<file path="src/rtl/lfsr_rr_server_if.sv">
// Handshake bundle between the shared-LFSR round-robin server and its requesters.
// The master side drives seeds and requests; the slave side (the server) returns grants and words.
interface lfsr_rr_server_if #(
  parameter int LENGTH = 16,
  parameter int NREQ   = 4
);
  logic [LENGTH-1:0] seed;
  logic              seed_load;
  logic [NREQ-1:0]   req;
  logic [NREQ-1:0]   gnt;
  logic [LENGTH-1:0] data;
  logic              valid;
  logic              wrap;
  logic              seed_err;

  modport master (
    output seed, seed_load, req,
    input  gnt, data, valid, wrap, seed_err
  );

  modport slave (
    input  seed, seed_load, req,
    output gnt, data, valid, wrap, seed_err
  );
endinterface

</file>
<file path="src/rtl/lfsr_rr_server.sv">
// Round-robin server sharing one Fibonacci LFSR among NREQ requesters: one word per grant,
// one LFSR step per delivered word, with reseed, zero-seed protection and period-wrap flag.
module lfsr_rr_server #(
  parameter int              LENGTH = 16,
  parameter logic [LENGTH-1:0] TAPS = 16'hD008,
  parameter int              NREQ   = 4
) (
  input  logic                clk,
  input  logic                rst,
  lfsr_rr_server_if.slave     bus
);

  localparam int PW = (NREQ > 1) ? $clog2(NREQ) : 1;

  typedef enum logic {ST_SEED, ST_RUN} state_t;

  state_t            state_q;
  logic [LENGTH-1:0] lfsr_q, ref_q, data_q;
  logic [PW-1:0]     ptr_q;
  logic [NREQ-1:0]   gnt_q;
  logic              valid_q, wrap_q, seed_err_q;

  logic [LENGTH-1:0] lfsr_d, seed_safe;
  logic [PW-1:0]     win, cand, ptr_d;
  logic [NREQ-1:0]   gnt_d;
  logic              found;

  function automatic logic [LENGTH-1:0] lfsr_step(input logic [LENGTH-1:0] s);
    return {s[LENGTH-2:0], ^(s & TAPS)};
  endfunction

  assign lfsr_d    = lfsr_step(lfsr_q);
  assign seed_safe = (bus.seed == '0) ? LENGTH'(1) : bus.seed;

  // Search ptr, ptr+1, ... modulo NREQ for the first active request.
  always_comb begin
    // NOTE: every always_comb output gets a default before any branch, so no latch is inferred.
    found = 1'b0;
    win   = '0;
    cand  = '0;
    for (int i = 0; i < NREQ; i++) begin
      cand = PW'((int'(ptr_q) + i) % NREQ);
      if (!found && bus.req[cand]) begin
        found = 1'b1;
        win   = cand;
      end
    end
  end

  assign ptr_d = (win == PW'(NREQ - 1)) ? '0 : win + 1'b1;
  assign gnt_d = {{(NREQ-1){1'b0}}, 1'b1} << win;

  // NOTE: state is updated with non-blocking assignments so every register samples pre-edge values.
  always_ff @(posedge clk) begin
    if (rst) begin
      state_q    <= ST_RUN;
      lfsr_q     <= LENGTH'(1);
      ref_q      <= LENGTH'(1);
      ptr_q      <= '0;
      gnt_q      <= '0;
      valid_q    <= 1'b0;
      data_q     <= '0;
      wrap_q     <= 1'b0;
      seed_err_q <= 1'b0;
    end else if (bus.seed_load) begin
      // Reseed beats any pending request; the pointer is deliberately kept.
      state_q    <= ST_SEED;
      lfsr_q     <= seed_safe;
      ref_q      <= seed_safe;
      seed_err_q <= (bus.seed == '0);
      gnt_q      <= '0;
      valid_q    <= 1'b0;
      wrap_q     <= 1'b0;
    end else begin
      case (state_q)
        ST_SEED: begin
          state_q <= ST_RUN;
          gnt_q   <= '0;
          valid_q <= 1'b0;
          wrap_q  <= 1'b0;
        end
        default: begin
          if (found) begin
            gnt_q   <= gnt_d;
            valid_q <= 1'b1;
            data_q  <= lfsr_q;
            wrap_q  <= (lfsr_d == ref_q);
            lfsr_q  <= lfsr_d;
            ptr_q   <= ptr_d;
          end else begin
            gnt_q   <= '0;
            valid_q <= 1'b0;
            wrap_q  <= 1'b0;
          end
        end
      endcase
    end
  end

  assign bus.gnt      = gnt_q;
  assign bus.data     = data_q;
  assign bus.valid    = valid_q;
  assign bus.wrap     = wrap_q;
  assign bus.seed_err = seed_err_q;

endmodule

</file>
<file path="src/flat_wrapper.sv">
// flat-port wrapper written by rule: the top's interface ports become plain ports
module lfsr_rr_server_flat 
#(
  parameter int              LENGTH = 16,
  parameter logic [LENGTH-1:0] TAPS = 16'hD008,
  parameter int              NREQ   = 4
)
  (clk, rst, bus_seed, bus_seed_load, bus_req, bus_gnt, bus_data, bus_valid, bus_wrap, bus_seed_err);
  lfsr_rr_server_if #(.LENGTH(LENGTH), .NREQ(NREQ)) bus_i ();
  input  logic clk;
  input  logic rst;
  input wire logic [$bits(bus_i.seed)-1:0] bus_seed;
  input wire logic [$bits(bus_i.seed_load)-1:0] bus_seed_load;
  input wire logic [$bits(bus_i.req)-1:0] bus_req;
  output wire logic [$bits(bus_i.gnt)-1:0] bus_gnt;
  output wire logic [$bits(bus_i.data)-1:0] bus_data;
  output wire logic [$bits(bus_i.valid)-1:0] bus_valid;
  output wire logic [$bits(bus_i.wrap)-1:0] bus_wrap;
  output wire logic [$bits(bus_i.seed_err)-1:0] bus_seed_err;
  assign bus_i.seed = bus_seed;
  assign bus_i.seed_load = bus_seed_load;
  assign bus_i.req = bus_req;
  assign bus_gnt = bus_i.gnt;
  assign bus_data = bus_i.data;
  assign bus_valid = bus_i.valid;
  assign bus_wrap = bus_i.wrap;
  assign bus_seed_err = bus_i.seed_err;
  lfsr_rr_server #(.LENGTH(LENGTH), .TAPS(TAPS), .NREQ(NREQ)) u_core (.clk(clk), .rst(rst), .bus(bus_i));
endmodule
</file>
<file path="config.mk">
export PLATFORM = sky130hd
export DESIGN_NAME = lfsr_rr_server_flat
export DESIGN_NICKNAME = d
export VERILOG_FILES = /design/src/rtl/lfsr_rr_server_if.sv /design/src/rtl/lfsr_rr_server.sv /design/src/flat_wrapper.sv
export SDC_FILE = /design/constraint.sdc
export NUM_CORES = 1
export LEC_CHECK = 0
export CORE_ASPECT_RATIO = 0.6
export CORE_MARGIN = 2
export CORE_UTILIZATION = 50
export CTS_CLUSTER_SIZE = 20
export DETAILED_ROUTE_END_ITERATION = 8
export GPL_TIMING_DRIVEN = 0
export PLACE_DENSITY = 0.78
export REMOVE_ABC_BUFFERS = 1
export SYNTH_ARGS = -nofsm -noshare
export SYNTH_HDL_FRONTEND = slang
export SYNTH_SLANG_ARGS = --single-unit
</file>
<file path="constraint.sdc">
create_clock -name clk -period 3.3 [get_ports clk]
set_input_delay 0.495 -clock clk [delete_from_list [all_inputs] [get_ports clk]]
set_output_delay 0.495 -clock clk [all_outputs]
set_load 0.01 [all_outputs]
</file>
==> results of run 1 <==
-- layer usage --
layer  up-vias  GRT usage, %  part of all wire, %
met5         -             0                    0
met4         0         7.463                 0.83
met3         7         7.530                  5.6
met2        62         31.28                   42
met1       897         33.56                   52
li1        920             -                    -
-- where the power goes --
group	internal, mW	switching (mW)
Combinational	0.116	0.110
Sequential	0.739	0.0357
Clock	0.405	0.262
-- flip-flops by register name, summed over array words and instances, names as in the netlist --
name,flops
u_core.bus.wrap,1
u_core.state_q,1
u_core.ref_q,16
u_core.bus.valid,1
u_core.lfsr_q,16
u_core.bus.gnt,4
u_core.bus.data,16
u_core.bus.seed_err,1
u_core.ptr_q,2
-- worst reg2reg max path: stages (launching register included) --
cell      delay (ps)
dfxtp_1          350
o41ai_4          180
buf_6            230
nor3_2           510
buf_6            250
nand2b_1         110
nor2_1            80
-- cell type report --
type	instances	area (sq um)
fill	358	1479
timing repair buffer	48	500.5
sequential	58	1161
clock buffer	13	168.9
tap	63	78.83
multi-input combinational	159	1110
inverter	2	7.507
clock inverter	2	35.03
-- final timing paths --
| kind | from | end | slack, ps | depth (start not counted) |
|---|---|---|---|---|
| setup / recovery | rst | u_core.lfsr_q[15] | 440 | 5 |
| setup reg to reg | u_core.state_q | u_core.bus.gnt[2] | 1530 | 6 |
| hold reg to reg | u_core.ref_q[15] | u_core.ref_q[15] | 470 | 2 |
| hold / removal | u_core.ref_q[15] | u_core.ref_q[15] | 470 | 2 |
-- layout by cell type (no fill, tap or decap), types with 2 or more instances in the layout --
cell and instances:
clkbuf_8 12, buf_6 2, o21ai_0 3, nor4_1 6, dfxtp_1 58, mux2i_1 16, inv_1 2, nand2b_1 4
a22o_1 30, a21oi_1 17, nor2b_1 2, clkdlybuf4s50_1 45, nand4_1 3, nand2_1 8, xor2_1 5, xnor2_1 15
nor2_1 38
-- metrics by stage --
step / setup TNS (ps) / hold WS [ps]
2_1_floorplan: 0 / 435.7
3_3_place_gp: -43110 / 445.6
3_5_place_dp: -43.67 / 452.0
4_1_cts: 0 / 461.3
5_1_grt: 0 / 503.4
6_report: 0 / 465.2
-- cell families (layout without fill, tap and decap cells) --
logic type / Yosys count / in the layout
AND/OR/NAND/NOR: 65 / 65
buffers and inverters: 15 / 65
XOR/XNOR: 20 / 20
multiplexers: 16 / 16
flip-flops: 58 / 58
AO/OA/AOI/OAI: 58 / 58
==> out/results.tsv, run 1 <==
metric	value	unit
start_util	51.69	%
dieHeight	57.07	um
status	finished, final reports clean	
firstDrtPassIters	4	
synth_seq_cells	58	
synth-compound-area-share	19.24	%
ant_nets	0	
cts_made_buffers	9	
critPathSlowestCell	clkdlybuf4s50_1	
die_width	92.46	um
yosysSeqAreaShare	49.47	%
synth-edff-count	0	
clkLatencyLatePin	330	ps
synthMostInstantiatedCell	dfxtp_1	
place.gp.congestion	0.8579	
netlist_area	0.002347	sq mm
dieArea	0.005276	sq mm
grt_setup_unrepaired	false	
critical_path_buf_inv_count	1	
path_class	input pin to flip-flop	
dp_cells	329	
fin_util	67.43	%
cp.arrival	3110	ps
io_buffers	45	
ios	46	
critPathLaunchType	input pin	
cts_hold_buffers	0	
syn_to_final_growth	30.44	%
grt_usage	22.74	%
synth_cell_type_count	31	
pre_cts_ws	-43.67	ps
grt_pass1_vias	1848	
rows	19	
root_buffer	clkbuf_8	
synth-xor-area-share	7.463	%
drv_slew	0	
power	1.668	mW
drt_iter0_markers	169	
post_layout_nonfiller_instances	345	
worstPathRequired	3550	ps
cts_buffer_depth	2	
syn_inst	232	
hold_violations	0	
yosysTopAreaCellShare	49.47	%
yosys-top-cells-area	dfxtp_1 (49%), a22o_1 (11%), mux2i_1 (6.8%)	
final.min_clock_period	2855	ps
diodes	0	
final.setup.worst_slack	444.9	ps
ys_warn_count	0	
wl_per_cell	16.09	um
setup_viol	0	
synth_top_family_by_area	compound AO/OA/AOI/OAI gates	
synth.avg_cell_area	10.12	sq um
vias	1886	
pwr_density_cell	544.7	mW/mm^2
crit_path_end_kind	flip-flop	
synth-adder-area-share	0	%
cp_max_fo	22	
hold_path.class	flip-flop to flip-flop	
synth_common_cells	dfxtp_1 (58), nor2_1 (38), a22o_1 (30), a21oi_1 (17), mux2i_1 (16)	
slowest_delay	940	ps
crit_chain	clkdlybuf4s50_1, nand2b_1, nor2_1, nand2_1, a22oi_1	
ir_drop	0.3847	mV
drv_cap	0	
fin_crit_sh	86.52	%
final_area	0.003062	sq mm
clk_pin_slew	60	ps
antenna_found_initial	0	
grt_pass1_wl	9.149	mm
cts_tree	done	
grt_max_degree	39	
cts_resized	0	
drc_errors	0	
core_area	0.004541	sq mm
synth_top_area_cell	dfxtp_1	
routed_wirelength	5.552	mm
grt_overflow	0	
synth-simple-area-share	13.06	%
postCtsSetupBuffers	0	
htreeDepth	3	
max_slew_margin	30.22	%
tightestPinTransition	1043	ps
skew	3.280	ps
cts_sinks	58	
place_area	0.002830	sq mm
final_nets	301	
dpl.hpwl	3.739	mm
max_freq	0.3502	GHz
muxShareOfSynthArea	6.823	%
drive_gt1_share	8.156	%
total_leakage_power	1.201	nW
crit_family	simple AND/OR/NAND/NOR gates	
viasPerCell	5.467	
synthArstFlopShare	0	%
ys.flop_type	dfxtp_1	
No activity file was read; power rests on OpenSTA's default activity.
==> run 2, diff against run 1 <==
- clock period: 3.3 -> 2.75 ns (I/O delays scaled with it)
==> out/results.tsv, run 2 (synthesized netlist as in run 1, its figures left out) <==
metric	value	unit	change
status	finished, final reports clean		unchanged
pwr-share-comb	13.3	%	was 13.5%
vias	1893		was 1886
cts_made_buffers	9		unchanged
drt_iter0_markers	183		was 169
routed_wirelength	5.513	mm	was 5.552 mm
io_buffers	45		unchanged
grt_pass1_wl	9.149	mm	unchanged
wl_per_cell	16.03	um	was 16.09 um
ff2ff_path_depth	6		unchanged
drv_slew	0		unchanged
total_leakage_power	1.189	nW	was 1.201 nW
ant_nets	0		unchanged
viasPerCell	5.503		was 5.467
path_class	input pin to flip-flop		unchanged
crit_chain	clkdlybuf4s50_1, nand2b_1, nor2_2, nand2_1, a22oi_1		was clkdlybuf4s50_1, nand2b_1, nor2_1, nand2_1, a22oi_1
r2r-start	u_core.state_q		unchanged
cp.arrival	2760	ps	was 3110 ps
cts_sinks	58		unchanged
diodes	0		unchanged
cp_max_fo	22		unchanged
final.setup.worst_slack	240.6	ps	was 444.9 ps
multi_input_area	0.001115	sq mm	was 0.001110 sq mm
cts_buffer_depth	2		unchanged
dpl.hpwl	3.739	mm	unchanged
antenna_found_initial	0		unchanged
num-fill-cells	363		was 358
dp_cells	329		unchanged
drive_gt1_share	8.541	%	was 8.156%
min_to	u_core.ref_q[15]		unchanged
max_freq	0.3985	GHz	
die_width	92.46	um	unchanged
drv_cap	0		unchanged
rows	19		unchanged
final.min_clock_period	2509	ps	
clk_pin_slew	60	ps	about the same
postCtsSetupBuffers	0		unchanged
final_nets	300		was 301
ios	46		unchanged
htreeDepth	3		unchanged
p_int	1.508	mW	was 1.260 mW
p_switching	485.9	uW	was 407.6 uW
firstDrtPassIters	4		unchanged
grt_max_degree	39		unchanged
worstPathRequired	3000	ps	was 3550 ps
seqPwrFrac	46.6	%	was 46.4%
hp-start	u_core.ref_q[15]		unchanged
grt_usage	22.74	%	unchanged
grt_overflow	0		unchanged
clkLatencyLatePin	330	ps	about the same
dieArea	0.005276	sq mm	unchanged
slowest_delay	960	ps	was 940 ps
critPathSlowestCell	clkdlybuf4s50_1		unchanged
syn_to_final_growth	29.42	%	was 30.44%
core_area	0.004541	sq mm	unchanged
fin_crit_sh	91.25	%	
seq_area	0.001161	sq mm	unchanged
pre_cts_ws	-511.2	ps	was -43.67 ps
drc_errors	0		unchanged
cts_tree	done		unchanged
critPathLaunchType	input pin		unchanged
start_util	51.69	%	unchanged
r2r_setup_slack	990	ps	was 1530 ps
swShare	24.37	%	was 24.44%
r2r-end	u_core.bus.gnt[2]		unchanged
ir_drop	0.4590	mV	was 0.3847 mV
max_slew_margin	10.16	%	was 30.22%
post_layout_nonfiller_instances	344		was 345
hold_path.class	flip-flop to flip-flop		unchanged
pwr-share-clk	40.1	%	was 40.0%
grt_pass1_vias	1848		unchanged
crit_path_end_kind	flip-flop		unchanged
skew	4.046	ps	was 3.280 ps
hold_violations	0		unchanged
cts_hold_buffers	0		unchanged
setup_viol	0		unchanged
tightestPinTransition	1348	ps	was 1043 ps
final_common_cell	dfxtp_1		unchanged
dieHeight	57.07	um	unchanged
final_cell_mix	dfxtp_1 (58), clkdlybuf4s50_1 (44), nor2_1 (36), a22o_1 (30), a21oi_1 (17)		was dfxtp_1 (58), clkdlybuf4s50_1 (45), nor2_1 (38), a22o_1 (30), a21oi_1 (17)
grt_setup_unrepaired	false		unchanged
holdPathStages	2		unchanged
pwr_density_cell	656.4	mW/mm^2	was 544.7 mW/mm^2
root_buffer	clkbuf_8		unchanged
place.gp.congestion	0.8579		unchanged
run 2: cell type report:
class	count	share of cell area [%]
clock buffers	13	5.560
repair buffers	47	15.53
inverters	2	0.2471
multi-input cells	159	36.70
flip-flops and latches	58	38.22
clock inverters	2	1.153
well taps	63	2.595
run 2: worst max-delay path by stage:
| stage | end | start |
|---|---|---|
| global placement | u_core.ptr_q[0] | bus_req[0] |
| global route | u_core.lfsr_q[15] | bus_seed_load |
| CTS | u_core.lfsr_q[15] | rst |
| floorplan | u_core.ptr_q[0] | bus_req[0] |
| finish | u_core.lfsr_q[15] | rst |
| detailed placement | u_core.lfsr_q[15] | bus_seed_load |
run 2: per-layer routing:
metal / routed length [um] / global-route usage, % / up-vias
met1: 2884 / 33.56 / 904
met4: 34 / 7.463 / 0
li1: - / - / 919
met2: 2258 / 31.28 / 65
met5: 0 / 0 / -
met3: 336 / 7.530 / 5
run 2: power by group through the flow:
stage / clock network (mW) / registers, mW / logic, mW
after CTS: 0.811 / 0.928 / 0.265
after detailed placement: 0 / 0.946 / 0.263
after global routing: 0.859 / 0.934 / 0.291
final: 0.799 / 0.929 / 0.266
after global placement: 0 / 0.943 / 0.254
after floorplan: 0 / 0.941 / 0.144
run 2: stage by stage:
step	hold slack (ps)	utilization [%]	total power, mW	instance area [sq um]	setup TNS [ps]
global route	503.4	66.91	2.084	3038	0
CTS	461.3	66.80	2.004	3033	0
floorplan	435.7	-	1.086	2262	-7650
detailed placement	452.0	62.33	1.209	2830	-6059
global placement	445.6	61.48	1.197	2791	-65380
finish	468.5	66.91	1.994	3038	0
run 2: what timing repair did:
item                                    4_1_cts  5_1_grt
pin swaps                                     0        0
endpoints found under the setup margin        2        2
resized for setup                             1        2
run 2: critical path: cells and delay by family:
| family | cells | cell delay [ps] |
|---|---|---|
| and+or+nand+nor | 3 | 1170 |
| AOI/OAI and AO/OA | 1 | 200 |
| buffers and inverters | 1 | 960 |
==> run 3, diff against run 2 <==
- HOLD_SLACK_MARGIN: not set -> 0.12
==> results of run 3 <==
Same layout as run 2: the final DEF is identical, and so are final timing and power.
